File: config.mk
export PLATFORM = sky130hd
export DESIGN_NAME = seq_count_ctrl
export DESIGN_NICKNAME = d
export VERILOG_FILES = /design/src/rtl/seq_count_ctrl_pkg.sv /design/src/rtl/seq_count_cell.sv /design/src/rtl/seq_count_ctrl.sv
export SDC_FILE = /design/constraint.sdc
export NUM_CORES = 1
export LEC_CHECK = 0
export ABC_AREA = 1
export CAP_MARGIN = 20
export CORE_UTILIZATION = 54
export CTS_CLUSTER_DIAMETER = 100
export DETAILED_ROUTE_END_ITERATION = 12
export GPL_TIMING_DRIVEN = 0
export PLACE_DENSITY_LB_ADDON = 0.3
export SLEW_MARGIN = 20
export SYNTH_ARGS = -nofsm -noshare
export SYNTH_HDL_FRONTEND = slang
export SYNTH_SLANG_ARGS = --single-unit
File: constraint.sdc
create_clock -name CK -period 2.8 [get_ports CK]
set_clock_uncertainty 0.05 [all_clocks]
set_input_delay 0.56 -clock CK [delete_from_list [all_inputs] [get_ports CK]]
set_output_delay 0.56 -clock CK [all_outputs]
set_load 0.03 [all_outputs]
File: src/rtl/seq_count_ctrl_pkg.sv
// Shared types and helpers for the cascaded counter controller.
// Holds the FSM state encoding, the default terminal-value helper and the
// binary-to-Gray conversion used on the CNT output path.
package seq_count_ctrl_pkg;

    typedef enum logic [1:0] {
        IDLE = 2'd0,
        RUN  = 2'd1,
        HOLD = 2'd2,
        WRAP = 2'd3
    } state_t;

    localparam int DEF_CNT_W = 4;

    // Largest value representable in w bits; used as the default wrap point.
    function automatic int max_term(input int w);
        return (1 << w) - 1;
    endfunction

    // Fixed 32-bit form; callers truncate the result to their channel width.
    function automatic logic [31:0] bin2gray(input logic [31:0] b);
        return b ^ (b >> 1);
    endfunction

endpackage

File: src/rtl/seq_count_cell.sv
// One CNT_W-bit counter channel that wraps term->0 on increment.
// Latency: value updates on the edge after inc_i/clr_i; at_term_o is a decode of the register.
// Backpressure: none; clr_i overrides inc_i.
// Ports: clk_i, rst_ni (async, active low), clr_i, inc_i, term_i -> value_o, at_term_o.
module seq_count_cell #(
    parameter int CNT_W = 4
) (
    input  logic             clk_i,
    input  logic             rst_ni,
    input  logic             clr_i,
    input  logic             inc_i,
    input  logic [CNT_W-1:0] term_i,
    output logic [CNT_W-1:0] value_o,
    output logic             at_term_o
);

    logic [CNT_W-1:0] value_q;
    logic [CNT_W-1:0] value_d;

    assign at_term_o = (value_q == term_i);
    assign value_o   = value_q;

    always_comb begin
        value_d = value_q;
        if (clr_i) begin
            value_d = '0;
        end else if (inc_i) begin
            value_d = at_term_o ? '0 : value_q + CNT_W'(1);
        end
    end

    always_ff @(posedge clk_i or negedge rst_ni) begin
        if (!rst_ni) begin
            value_q <= '0;
        end else begin
            value_q <= value_d;
        end
    end

endmodule

File: src/rtl/seq_count_ctrl.sv
// NCH cascaded counter channels under an IDLE/RUN/HOLD/WRAP FSM, with a serial DIN history and pattern freeze.
// Latency: all outputs are flops or decode of flops; CNT/STATE update one edge after inputs.
// Backpressure: EN low or a pattern MATCH freezes counting (HOLD); CLR forces IDLE synchronously.
// Ports: CK, RN (async, active low), CLR, EN, DIN -> CNT (ch0 in LSBs), STATE, WRAP_P, MATCH.
// Build option: define GRAY_OUT_EN to present every CNT channel Gray-coded.
module seq_count_ctrl
    import seq_count_ctrl_pkg::*;
#(
    parameter int              CNT_W   = DEF_CNT_W,
    parameter int              NCH     = 2,
    parameter int              TERM    = max_term(CNT_W),
    parameter int              SR_W    = 4,
    parameter logic [SR_W-1:0] PATTERN = SR_W'(4'b1011)
) (
    input  logic                 CK,
    input  logic                 RN,
    input  logic                 CLR,
    input  logic                 EN,
    input  logic                 DIN,
    output logic [NCH*CNT_W-1:0] CNT,
    output logic [1:0]           STATE,
    output logic                 WRAP_P,
    output logic                 MATCH
);

    state_t            state_q, state_d;
    logic [SR_W-1:0]   sr_q, sr_d;
    logic              run_inc;
    logic              cnt_clr;
    logic [NCH-1:0]    at_term;
    logic [NCH-1:0]    inc;
    logic [CNT_W-1:0]  val [NCH];
    logic              all_term;

    assign MATCH    = (sr_q == PATTERN);
    assign all_term = &at_term;
    assign STATE    = state_q;
    assign WRAP_P   = (state_q == WRAP);

    // History shifts in every state; only CLR interrupts it.
    assign sr_d = CLR ? '0 : {sr_q[SR_W-2:0], DIN};

    always_comb begin
        state_d = state_q;
        run_inc = 1'b0;
        cnt_clr = 1'b0;
        if (CLR) begin
            state_d = IDLE;
            cnt_clr = 1'b1;
        end else begin
            case (state_q)
                IDLE: begin
                    cnt_clr = 1'b1;
                    if (EN) state_d = RUN;
                end
                RUN: begin
                    if (MATCH || !EN) begin
                        state_d = HOLD;
                    end else if (all_term) begin
                        state_d = WRAP;
                        cnt_clr = 1'b1;
                    end else begin
                        run_inc = 1'b1;
                    end
                end
                HOLD: begin
                    if (EN && !MATCH) state_d = RUN;
                end
                WRAP: begin
                    cnt_clr = 1'b1;
                    state_d = EN ? RUN : IDLE;
                end
                default: state_d = IDLE;
            endcase
        end
    end

    always_ff @(posedge CK or negedge RN) begin
        if (!RN) begin
            state_q <= IDLE;
            sr_q    <= '0;
        end else begin
            state_q <= state_d;
            sr_q    <= sr_d;
        end
    end

    // Ripple carry: channel k steps only when every lower channel sits at TERM.
    assign inc[0] = run_inc;
    for (genvar k = 1; k < NCH; k++) begin : g_carry
        assign inc[k] = inc[k-1] & at_term[k-1];
    end

    for (genvar k = 0; k < NCH; k++) begin : g_ch
        seq_count_cell #(.CNT_W(CNT_W)) u_cell (
            .clk_i     (CK),
            .rst_ni    (RN),
            .clr_i     (cnt_clr),
            .inc_i     (inc[k]),
            .term_i    (CNT_W'(TERM)),
            .value_o   (val[k]),
            .at_term_o (at_term[k])
        );
`ifdef GRAY_OUT_EN
        assign CNT[k*CNT_W +: CNT_W] = CNT_W'(bin2gray(32'(val[k])));
`else
        assign CNT[k*CNT_W +: CNT_W] = val[k];
`endif
    end

endmodule

==> impl_metrics.toml, run 1 <==
[clocking]
cts_resized = 0
cts-root-buf = "clkbuf_4"
htreeDepth = 1
cts_tree = "built"
cts_max_path_buffers = 2
numCtsBuffers = 3
clk_pin_slew_ns = 0.08
cts.sinks = 14
ctsHoldBuffers = 0
clock_latency_ns = 0.28
post-cts-setup-buffer-count = 0

[sta]
final.setup.tns_ns = 0
worst_slack_ns = 0.540
min_period_ns = 2.26
hold_slack_ns = 0.437
rsz0062_at_grt = "false"
period_share = 0.807
relSlewSlack = 0.571
clock.fmax_mhz = 443
setup_viol = 0
final_max_slew_viol_count = 0
worstMarginPinSlew_ns = 0.642
finalHoldViolCount = 0

[setup_path]
timing.rr.end = "g_ch[1].u_cell.value_o[2]"
critPathMaxFanout = 6
critPathCaptureType = "output port"
cp-start-kind = "register"
path_class = "reg -> out"
cp_data_arrival_time_ns = 1.65
r2r_slack_ns = 1.16
reg2reg_depth = 10
required_ns = 2.19
r2r-start = "g_ch[1].u_cell.value_o[0]"

[drt]
drtPass1Iterations = 4
num_vias = 776
wl_mm = 1.75
post-route-drc-count = 0
wl_per_cell_um = 12.2
drt_iter0_drc = 9
via_per_inst = 5.39
ant_nets = 0

[hold_path]
holdPathEnd = "sr_q[2]"
hold_path_startpoint = "sr_q[1]"
hp-class = "reg -> reg"
min_path_cells = 2

[yosys]
netlist_area_sq_um = 911
ys_types = 25
yosysWarnings = 0
seq_area_frac_synth = 0.385
syn_nets = 121
syn_area_per_cell_sq_um = 8.36
ys_seq_elements = 14
synthCells = 109

[status]
status = "finished, final reports clean"

[floorplan]
die_height_um = 43.1
core-area_sq_mm = 0.00154
die_area_sq_mm = 0.00186
floorplan.initialDensity = 0.591
row_count = 14
die_w_um = 43.1
ioPinCount = 17

[job]
cap_violations = 0

[global_routing]
antenna_found_initial = 0
grt_usage = 0.227
gr-total-overflow = 0
grt_pass1_vias = 752
grt_max_degree = 15
grt_pass1_wl_mm = 3.10

[power]
powerDensity_mw_per_mm2 = 554
peakVddDrop_mv = 0.359
p_leak_nw = 0.529

[placed_design]
dp_slack_ns = 0.722
port_buffers = 16
dpl.hpwl_mm = 1.34
place_congestion = 0.771

[finish]
drive_gt1_frac = 0.180
fin_util = 0.722
area_delta_synth_final_pct = 22.3
fillers = 135
n_antenna_cell = 0
nets = 142
## per-stage QoR
stage | std cells | area [sq um] | total power, mW
floorplan | 109 | 911 | 0.427
global placement | 141 | 1090 | 0.492
detailed placement | 141 | 1090 | 0.505
CTS | 144 | 1110 | 0.618
global route | 144 | 1110 | 0.650
finish | 144 | 1110 | 0.617
## registers in the layout, indices dropped and copies added (netlist names)
name,flops
g_ch.u_cell.value_o,8
sr_q,4
STATE,2
## power breakdown
group          switching (mW)  internal [mW]  total, mW
Clock                  0.0653         0.0499      0.115
Sequential             0.0201          0.216      0.236
Combinational           0.169         0.0969      0.266
Total                   0.254          0.363      0.617
## cell families (layout without fill, tap and decap cells)
logic type	Yosys count	in the layout	share of synthesized area
buffers and inverters	20	39	0.0838
adder cells (fa/ha/maj)	7	7	0.0961
XOR/XNOR	3	3	0.0289
flip-flops	14	14	0.385
AO/OA/AOI/OAI	8	8	0.0577
AND/OR/NAND/NOR	57	57	0.349
## synthesized netlist by cell type
cell type,instances,share of area
a21oi_1,2,0.011
buf_2,1,0.0055
clkinv_1,1,0.0041
dfrtp_1,14,0.38
ha_1,7,0.096
inv_1,15,0.062
inv_2,3,0.012
nand2_1,16,0.066
nand2_2,6,0.041
nand2_4,2,0.025
nand3_1,9,0.049
nand3_2,2,0.022
nand3_4,1,0.019
nand4_1,7,0.048
nor2_1,10,0.041
nor2_4,2,0.025
nor3_1,1,0.0055
o211ai_1,1,0.0082
o21ai_0,2,0.011
o21ai_1,1,0.0055
o21ai_2,1,0.0096
o21bai_2,1,0.012
or2_2,1,0.0069
xnor2_1,1,0.0096
xor2_1,2,0.019
## cell type report
cell class | instances | area [sq um] | share of cell area
well taps | 16 | 20.0 | 0.0180
plain buffers | 1 | 5.00 | 0.00449
clock buffers | 3 | 22.5 | 0.0202
inverters | 19 | 71.3 | 0.0640
multi-input cells | 75 | 484 | 0.435
repair buffers | 16 | 160 | 0.144
flip-flops and latches | 14 | 350 | 0.315
## metal layers
metal,track usage,wire [um],vias to the layer above
met4,0.109,31,0
li1,-,-,389
met3,0.0255,59,5
met2,0.406,912,16
met5,0,0,-
met1,0.265,747,366
## cell usage in the layout, fill, tap and decap left out, drive strengths merged, types with 2 or more instances in the layout
| cell | count |
|---|---|
| nand3 | 12 |
| nand2 | 24 |
| nand4 | 7 |
| inv | 18 |
| xor2 | 2 |
| dfrtp | 14 |
| clkdlybuf4s50 | 16 |
| nor2 | 12 |
| o21ai | 4 |
| ha | 7 |
| a21oi | 2 |
| clkbuf | 3 |
## worst max-delay path, stage by stage (launching register included)
cell,delay (ns)
dfrtp_1,0.45
ha_1,0.24
clkdlybuf4s50_1,0.68
## worst max-delay path by stage
stage / start / to / slack [ns] / cells after the start
4_1_cts: STATE[1] / WRAP_P / 0.53 / 2
3_5_place_dp: CLR / g_ch[1].u_cell.value_o[2] / 0.72 / 10
6_report: STATE[1] / WRAP_P / 0.54 / 2
3_3_place_gp: CLR / STATE[0] / 0.79 / 10
5_1_grt: STATE[1] / WRAP_P / 0.49 / 2
2_1_floorplan: g_ch[0].u_cell.value_o[0] / STATE[0] / 1.18 / 10
No activity file was read; power rests on OpenSTA's default activity.
==> run 2, diff against run 1 <==
- CORE_UTILIZATION: 54 -> 50
- clock period: 2.8 -> 2.2 ns (I/O delays scaled with it)
==> run 2 against run 1 <==
  * Sequential power is 27% higher
  * Final area is 1.2% higher
  * Combinational power is 24% higher
  * Register-to-register slack worse by 0.57 ns
  * Power is 25% higher
  * Highest routed layer unchanged
==> impl_metrics.toml, run 2 (synthesis gave the netlist of run 1 again) <==
[power]
p_leak_nw = 0.547
seqPwrFrac = 0.388
p_clk_frac = 0.187
power_switching_share = 0.404
netSwitchingPower_mw = 0.312
finalPower_mw = 0.772
peakVddDrop_mv = 0.426
p_int_mw = 0.460
powerDensity_mw_per_mm2 = 685
power_frac_comb = 0.425

[setup_path]
r2r-start = "g_ch[0].u_cell.value_o[0]"
cp_data_arrival_time_ns = 1.55
cpPeakStageDelay_ns = 0.65
cp-start-kind = "register"
required_ns = 1.71
critPathCaptureType = "output port"
crit_start = "sr_q[2]"
crit_chain = "nor2_1 -> nand2_1 -> inv_1 -> clkdlybuf4s50_1"
crit_slowest_cell = "clkdlybuf4s50_1"
critPathBufInv = 2
crit_family = "buffers and inverters"
path_class = "reg -> out"
critPathMaxFanout = 2

[placed_design]
place_congestion = 0.759
post_dp_cell_area_sq_mm = 0.00110
dpl.hpwl_mm = 1.28
port_buffers = 16
dp_slack_ns = 0.290

[clocking]
cts-root-buf = "clkbuf_4"
clock_latency_ns = 0.28
cts_max_path_buffers = 2
numCtsBuffers = 3
htreeDepth = 1
post-cts-setup-buffer-count = 0
clk_pin_slew_ns = 0.08
cts_tree = "built"
cts.sinks = 14

[sta]
final_max_slew_viol_count = 0
final.setup.tns_ns = 0
setup_viol = 0
worstMarginPinSlew_ns = 0.632
finalHoldViolCount = 0
period_share = 0.928
clock.fmax_mhz = 490
worst_slack_ns = 0.158
rsz0062_at_grt = "false"
relSlewSlack = 0.577
min_period_ns = 2.04

[global_routing]
grt_pass1_wl_mm = 2.90
grt_max_degree = 15
grt_pass1_vias = 713
gr-total-overflow = 0
grt_usage = 0.199
antenna_found_initial = 0

[finish]
drive_gt1_frac = 0.180
fillers = 146
final_common_cell = "nand2_1"
largest_register_ffs = 8
fin_area_sq_mm = 0.00113
area_delta_synth_final_pct = 23.8
multi_input_area_sq_um = 484
regArea_sq_um = 350
nets = 142
n_antenna_cell = 0
final_cell_mix = "nand2_1, inv_1, clkdlybuf4s50_1, dfrtp_1, nor2_1"

[drt]
ant_nets = 0
wl_per_cell_um = 10.9
num_vias = 755
via_per_inst = 4.93
wl_mm = 1.67
drtPass1Iterations = 4
drt_iter0_drc = 10
post-route-drc-count = 0

[floorplan]
floorplan.initialDensity = 0.533
ioPinCount = 17
die_area_sq_mm = 0.00200
die_height_um = 44.7
core-area_sq_mm = 0.00171
die_w_um = 44.7
row_count = 15

[hold_path]
hp-class = "reg -> reg"
hold_path_startpoint = "sr_q[2]"

[status]
status = "finished, final reports clean"

[job]
cap_violations = 0
run 2: cell types whose count changed in the layout (fill, tap and decap cells not counted):
cell	delta
dlymetal6s2s_1	+1
clkdlybuf4s50_1	-1
run 2: area by class of cell:
cell class / count / share of cell area
Timing Repair Buffer: 16 / 0.144
Buffer: 1 / 0.00444
Tap cell: 25 / 0.0277
Sequential cell: 14 / 0.311
Inverter: 19 / 0.0633
Multi-Input combinational cell: 75 / 0.430
Clock buffer: 3 / 0.0200
run 2: worst paths after layout:
| kind | to | cells past startpoint | slack [ns] |
|---|---|---|---|
| max | MATCH | 4 | 0.16 |
| min | sr_q[3] | 2 | 0.44 |
| max reg2reg | g_ch[1].u_cell.value_o[2] | 10 | 0.59 |
| min reg2reg | sr_q[3] | 2 | 0.44 |
| max in group asynchronous | sr_q[1] | 1 | 1.20 |
| min in group asynchronous | g_ch[1].u_cell.value_o[3] | 1 | 0.50 |
run 2: timing repair:
| item | CTS | global route |
|---|---|---|
| gates resized for setup | 0 | 1 |
| endpoints found under the hold margin | 0 | 0 |
| hold buffers | 0 | 0 |
| endpoints found under the setup margin | 0 | 1 |
run 2: worst reg2reg max path, delay by kind of cell, from the launching register on:
family                   cells  cell delay, ns
AND/OR/NAND/NOR              8            0.73
flip-flops                   1            0.44
adder cells (fa/ha/maj)      1            0.24
buffers and inverters        1            0.10
run 2: power groups by stage:
stage	logic, mW	clock network, mW	registers, mW
6_report	0.329	0.144	0.300
2_1_floorplan	0.211	0	0.332
4_1_cts	0.330	0.147	0.301
3_3_place_gp	0.324	0	0.303
5_1_grt	0.360	0.160	0.304
3_5_place_dp	0.328	0	0.305
run 2: metrics by stage:
step | hold WS [ns] | std cells | utilization
2_1_floorplan | 0.0944 | 109 | -
3_3_place_gp | 0.414 | 150 | 0.645
3_5_place_dp | 0.432 | 150 | 0.645
4_1_cts | 0.446 | 153 | 0.659
5_1_grt | 0.476 | 153 | 0.660
6_report | 0.443 | 153 | 0.660
run 2: per-layer routing:
layer,track usage,vias up,part of all wire
met1,0.241,342,0.49
met5,0,-,0
met2,0.341,17,0.46
met3,0.0367,5,0.030
met4,0.0909,0,0.023
li1,-,391,-
